===== config.mk =====
export PLATFORM = sky130hd
export DESIGN_NAME = wave_meter
export DESIGN_NICKNAME = d
export VERILOG_FILES = /design/src/rtl/wave_meter.sv
export SDC_FILE = /design/constraint.sdc
export NUM_CORES = 1
export LEC_CHECK = 0
export BUFFER_PORTS_ARGS = -buffer_cell sky130_fd_sc_hd__buf_4
export CAP_MARGIN = 20
export CORE_ASPECT_RATIO = 0.5
export CORE_MARGIN = 2
export CORE_UTILIZATION = 58
export CTS_CLUSTER_DIAMETER = 200
export CTS_CLUSTER_SIZE = 10
export DETAILED_ROUTE_END_ITERATION = 7
export PLACE_DENSITY = 0.8
export SYNTH_ARGS = -nofsm -noshare
export SYNTH_HDL_FRONTEND = slang
export SYNTH_SLANG_ARGS = --single-unit

===== constraint.sdc =====
create_clock -name clk -period 2.6 [get_ports clk]
set_input_delay 0.52 -clock clk [delete_from_list [all_inputs] [get_ports clk]]
set_output_delay 0.52 -clock clk [all_outputs]
set_load 0.1 [all_outputs]

===== src/rtl/wave_meter.sv =====
// Period and min/max amplitude meter for an 8-bit waveform stream.
// Rising mid-scale crossings with hysteresis delimit each measured period.
module wave_meter #(
    parameter int         CNT_W = 16,
    parameter logic [7:0] MID   = 8'd128,
    parameter logic [7:0] HYST  = 8'd8
) (
    input  logic             clk,
    input  logic             rst,
    input  logic             en,
    input  logic             sample_valid,
    input  logic [7:0]       sample,
    output logic [CNT_W-1:0] period,
    output logic [7:0]       vmax,
    output logic [7:0]       vmin,
    output logic             meas_valid,
    output logic             overflow,
    output logic             locked
);

    localparam logic [7:0]       LOW_TH  = MID - HYST;
    localparam logic [7:0]       HIGH_TH = MID + HYST;
    localparam logic [CNT_W-1:0] CNT_SAT = {{(CNT_W-1){1'b1}}, 1'b0};

    // REPORT follows a measured crossing and otherwise behaves like SEEK_LOW.
    typedef enum logic [1:0] {SEEK_LOW, SEEK_HIGH, REPORT} state_t;

    state_t           state, state_nxt;
    logic             started;
    logic [CNT_W-1:0] cnt;
    logic [CNT_W-1:0] cnt_inc;
    logic             ovf;
    logic [7:0]       rmin, rmax;
    logic [7:0]       cur_min, cur_max;
    logic             accept, crossing, report;

    assign accept  = en && sample_valid;
    assign cnt_inc = cnt + CNT_W'(1);
    assign cur_max = (sample > rmax) ? sample : rmax;
    assign cur_min = (sample < rmin) ? sample : rmin;
    assign report  = crossing && started;

    // NOTE: every always_comb output gets a default first so no latch is inferred.
    always_comb begin
        state_nxt = state;
        crossing  = 1'b0;
        if (accept) begin
            case (state)
                SEEK_LOW, REPORT: begin
                    if (sample <= LOW_TH) state_nxt = SEEK_HIGH;
                end
                SEEK_HIGH: begin
                    if (sample >= HIGH_TH) begin
                        crossing  = 1'b1;
                        state_nxt = started ? REPORT : SEEK_LOW;
                    end
                end
                default: state_nxt = SEEK_LOW;
            endcase
        end
    end

    // NOTE: sequential state uses non-blocking assignments so all registers see pre-edge values.
    always_ff @(posedge clk) begin
        if (rst) begin
            state      <= SEEK_LOW;
            started    <= 1'b0;
            cnt        <= '0;
            ovf        <= 1'b0;
            rmin       <= 8'hFF;
            rmax       <= 8'h00;
            period     <= '0;
            vmax       <= 8'h00;
            vmin       <= 8'hFF;
            meas_valid <= 1'b0;
            overflow   <= 1'b0;
            locked     <= 1'b0;
        end else begin
            state      <= state_nxt;
            meas_valid <= report;
            if (crossing) begin
                // The crossing sample closes the old period and seeds the new one.
                started <= 1'b1;
                cnt     <= '0;
                ovf     <= 1'b0;
                rmin    <= sample;
                rmax    <= sample;
                if (started) begin
                    period   <= ovf ? '1 : cnt_inc;
                    overflow <= ovf;
                    vmax     <= cur_max;
                    vmin     <= cur_min;
                    locked   <= 1'b1;
                end
            end else if (accept && started) begin
                if (cnt != CNT_SAT) cnt <= cnt_inc;
                if (cnt_inc == CNT_SAT) ovf <= 1'b1;
                rmin <= cur_min;
                rmax <= cur_max;
            end
        end
    end

endmodule


## After elaboration in Yosys (flattened, before gate mapping)

Index checks and enable logic that the tools add are counted.

- Register bits after elaboration: 71
- Bits of input ports: 12

- Equal/unequal tests: 6
- Reduce and logical (&&, ||, !) cells: 11
- $add $sub $neg: 1
- $lt $le $gt $ge: 4
- Multiplexer cells: 14

Operators with widths:

| operator | count |
|---|---|
| 2-to-1 mux 8 bit | 6 |
| adder 16 x 1 -> 16 bit, second input constant | 1 |
| equality test 16 bit, second input constant | 1 |
| 2-to-1 mux 16 bit | 1 |
| inequality test 16 bit, second input constant | 1 |
| >= comparator 8 bit, second input constant | 1 |
| greater-than comparator 8 bit | 1 |
| less-or-equal comparator 8 x 7 -> 1 bit, second input constant | 1 |
| less-than comparator 8 bit | 1 |
| 2-to-1 mux 2 bit | 3 |
| AND reduction 2 bit | 3 |
| inequality test 2 bit, second input constant | 2 |
| case mux 2 bit (2 select lines) | 1 |
| OR reduction 2 bit | 2 |
| logical AND 1 bit | 3 |
| 2-to-1 mux 1 bit | 3 |
| AND reduction 3 bit | 1 |
| equality test 2 x 1 -> 1 bit, second input constant | 1 |
| equality test 2 bit, second input constant | 1 |
| zero test 2 bit | 1 |
| nonzero test 2 bit | 1 |

## Longest topological paths before layout

- Depth in word-level cells: 5
- Gate-level depth with buffers: 9
- Mapped depth without buffers: 8

## Least setup slack after synthesis

OpenSTA, ideal clock, no wires.

- Path type: input port to flip-flop
- From: input port sample[7]
- To: register rmax[0]
- Path slack: 0.467 ns
- Required time: 2.472 ns
- Setup time: 0.128 ns
- Stages: 7
- Data arrival time: 2.005 ns
- Path through: ha_1 nand4_1 or2_2 a211oi_1 nor3_4 mux2i_1 nor2_1

- Word-level cells in the longest chain between the ends: 5

Ends and longest elaborated chain:

| item | RTL line | source |
|---|---|---|
| start, declared | 12 | `input logic [7:0] sample,` |
| >= comparator 8 bit | 53 | `if (sample >= HIGH_TH) begin` |
| 2-to-1 mux 1 bit | 53 |  |
| 2-to-1 mux 1 bit | 48 | `case (state)` |
| 2-to-1 mux 1 bit | 47 | `if (accept) begin` |
| 2-to-1 mux 8 bit / nonzero test 2 bit (equally long branches) | - |  |
| end signal, assigned | 87 | `rmax <= sample;` |
| end signal, assigned | 99 | `rmax <= cur_max;` |
| end, declared | 33 | `logic [7:0] rmin, rmax;` |

Several ways; a longest one is shown, not always the timed one. The select of a mux whose other input is x is not followed.
A chain may end at the register's enable or synchronous reset.

## Final worst setup path

- From: register rmax[7]
- To: register rmax[6]

- Word-level cells in the longest chain between the ends: 4

Ends and longest elaborated chain:

| item | RTL line | source |
|---|---|---|
| greater-than comparator 8 bit | 39 | `assign cur_max = (sample > rmax) ? sample : rmax;` |
| 2-to-1 mux 8 bit | 39 |  |
| 2-to-1 mux 8 bit | 95 | `end else if (accept && started) begin` |
| 2-to-1 mux 8 bit | 81 | `if (crossing) begin` |

Every way passes these cells. The select of a mux whose other input is x is not followed.

==> results.md <==
* Outcome: complete, no violations
* Initial antenna violation count at 0
* Count of final hold-check violations at 0
* Crit end category: register
* Mapped Cells at 421
* Die width at 116.1 µm
* CP max FO at 7
* Hold WS at 453.5 ps
* Ys async rst share at 0%
* Placed wire-length estimate at 5174 µm
* Commonest cells in the netlist: dfxtp_1, nor2_1, a21oi_1, nand2_1
* Clk_skew at 5.329 ps
* Largest net degree at the start of global routing at 70
* Max-Cap Viols at 0
* Via density at 5.600
* DRC violations left at 0
* CTS Hold Bufs at 0
* H-tree levels at 3
* Fmax at 444.3 MHz
* Tmin final at 2251 ps
* Nets at 492
* VDD IR max at 0.3511 mV
* Drt wl/cell at 13.89 µm
* Die area at 0.006968 mm²
* Main area contributors after synthesis: dfxtp_1, nor2_1, ha_1
* Gates resized, CTS repair at 0
* CORE AREA at 0.006056 mm²
* Die H at 60.04 µm
* Number of synthesized flops with an enable pin at 0
* Top-count cell post-synth: dfxtp_1
* Clk_lat worst skew at 330 ps
* Mapped cell area at 0.003642 mm²
* Row count at 20
* Worst EP required at 2790 ps
* Syn Area/Cell at 8.651 µm²
* Register bit total from synthesis at 71
* Root Buffer: clkbuf_16
* FF/Latch Area at 0.001421 mm²
* Leakage dissipation at 1.774 nW
* Area of the multi-input gates at 0.001998 mm²
* Congestion Overflow GR at 0
* Leading area contributor after synthesis: dfxtp_1
* Initial Utilization at 60.14%
* Slew margin rel. at 54.96%
* Critical path class: reg -> reg
* Cell variety after synth at 54
* Ant diodes at 0
* Io pins at 47
* Main synth FF type: dfxtp_1
* Crit path DAT at 2440 ps
* Post-synthesis sequential area ratio at 39.02%
* Layout fillers at 485
* Final slew viol count at 0
* Worst Tran Pin Value at 666.8 ps
* Initial DRC count at 252
* # setup viols final at 0
* Gr usage total at 24.11%
* DR vias at 3108
* R2r setup slk at 350 ps
* PD cells at 602.4 mW/mm²
* Num CTS Buffers at 9
* Total negative setup slack at 0 ps
* Routed Antenna Nets at 0
* Post-CTS Repair Setup Buffers at 0
* CTS tree: done
* Final Power at 2.625 mW
* Maximum root-to-sink buffer count at 2
* Yosys warns at 0
* Yosys top cell area share at 39.02%
* Fin crit share at 86.58%
* Num Clock Sinks at 71
* GPL Wtd Cong at 0.8540
* Area growth syn-to-layout at 19.62%
* Startpoint types: register
* Reg clk slew, reported paths at 60 ps
* Hold crit path type: reg -> reg
* Layout cells sized above 1 at 18.84%
* Vias in the first global route at 2798
* RSZ-0062 raised after global routing: false
* IO buf count at 46
* Total length of routed wires at 7711 µm
* Final core utilization at 71.94%
* Syn Nets at 451
* First-pass GRT wire length at 12900 µm
* 1st-pass router iterations at 4
==> per-layer routing <==
layer | track usage [%] | part of all wire [%] | vias to the layer above
li1 | - | - | 1572
met3 | 9.432 | 3.8 | 5
met5 | 0 | 0 | -
met1 | 30.44 | 48 | 1491
met4 | 5.952 | 0.57 | 0
met2 | 39.35 | 47 | 40
==> cell usage in the layout, fill, tap and decap left out, types with 3 or more instances in the layout <==
cell type,count
a211oi_1,10
a211oi_2,3
a21oi_1,23
a311oi_1,7
buf_4,53
bufinv_16,3
clkbuf_16,9
clkinv_4,3
dfxtp_1,71
ha_1,18
inv_1,22
mux2i_1,21
nand2_1,23
nand3_1,7
nand4_1,8
nor2_1,68
nor3_1,22
nor4_1,8
o21ai_0,11
o22ai_1,5
or2_2,3
or3_1,7
xnor2_1,12
xor2_1,10
==> power by group <==
group          switching (mW)  leakage [nW]  internal [mW]  total, mW
clock                   0.467         0.170          0.939       1.41
combinational          0.0779          1.03         0.0468      0.125
sequential            0.00251         0.573           1.09       1.09
==> kinds of logic (layout without fill, tap and decap cells) <==
group           after synthesis  in the layout  share of synthesized area [%]
fa+ha+maj                    18             18                          6.184
simple gates                168            168                          22.88
mux                          21             21                          5.771
compound gates               76             76                          14.74
buf+inv                      45             91                          6.115
flops                        71             71                          39.02
xor+xnor                     22             22                          5.290
==> state kept, by name (all words and copies together) (netlist names), 2 cells and up <==
name and flops:
cnt 16, period 16, rmax 8, rmin 8, state 2, vmax 8
vmin 8
==> per-stage QoR <==
step                      std cells  setup slack [ps]  cell area [µm²]
after floorplan                 421             466.9             3642
after global placement          539             190.1             4010
after detailed placement        539             136.4             4010
after CTS                       555             339.6             4357
after global routing            555             105.6             4357
final                           555             349.0             4357
==> path summary, 6_finish.rpt <==
path                             to  depth (start not counted)                    from
min reg2reg  period[0]$_SDFFE_PP0P_                          2  period[0]$_SDFFE_PP0P_
min          period[0]$_SDFFE_PP0P_                          2  period[0]$_SDFFE_PP0P_
max            rmax[6]$_SDFFE_PP0P_                          8    rmax[7]$_SDFFE_PP0P_
max reg2reg    rmax[6]$_SDFFE_PP0P_                          8    rmax[7]$_SDFFE_PP0P_
==> cell type report <==
class	instances	area share [%]
multi-input cells	305	45.86
flip-flops and latches	71	32.62
repair buffers	53	9.133
clock buffers	9	5.169
clock inverters	7	2.786
well taps	88	2.527
inverters	22	1.895
==> critical path: stages, from the launching register on <==
cell and delay [ps]:
dfxtp_1 390, inv_1 60, ha_1 310, nand4_1 230
or2_2 340, a211oi_1 370, nor3_4 150, mux2i_1 200
nor2_1 60
(Power assumes the default switching activity.)
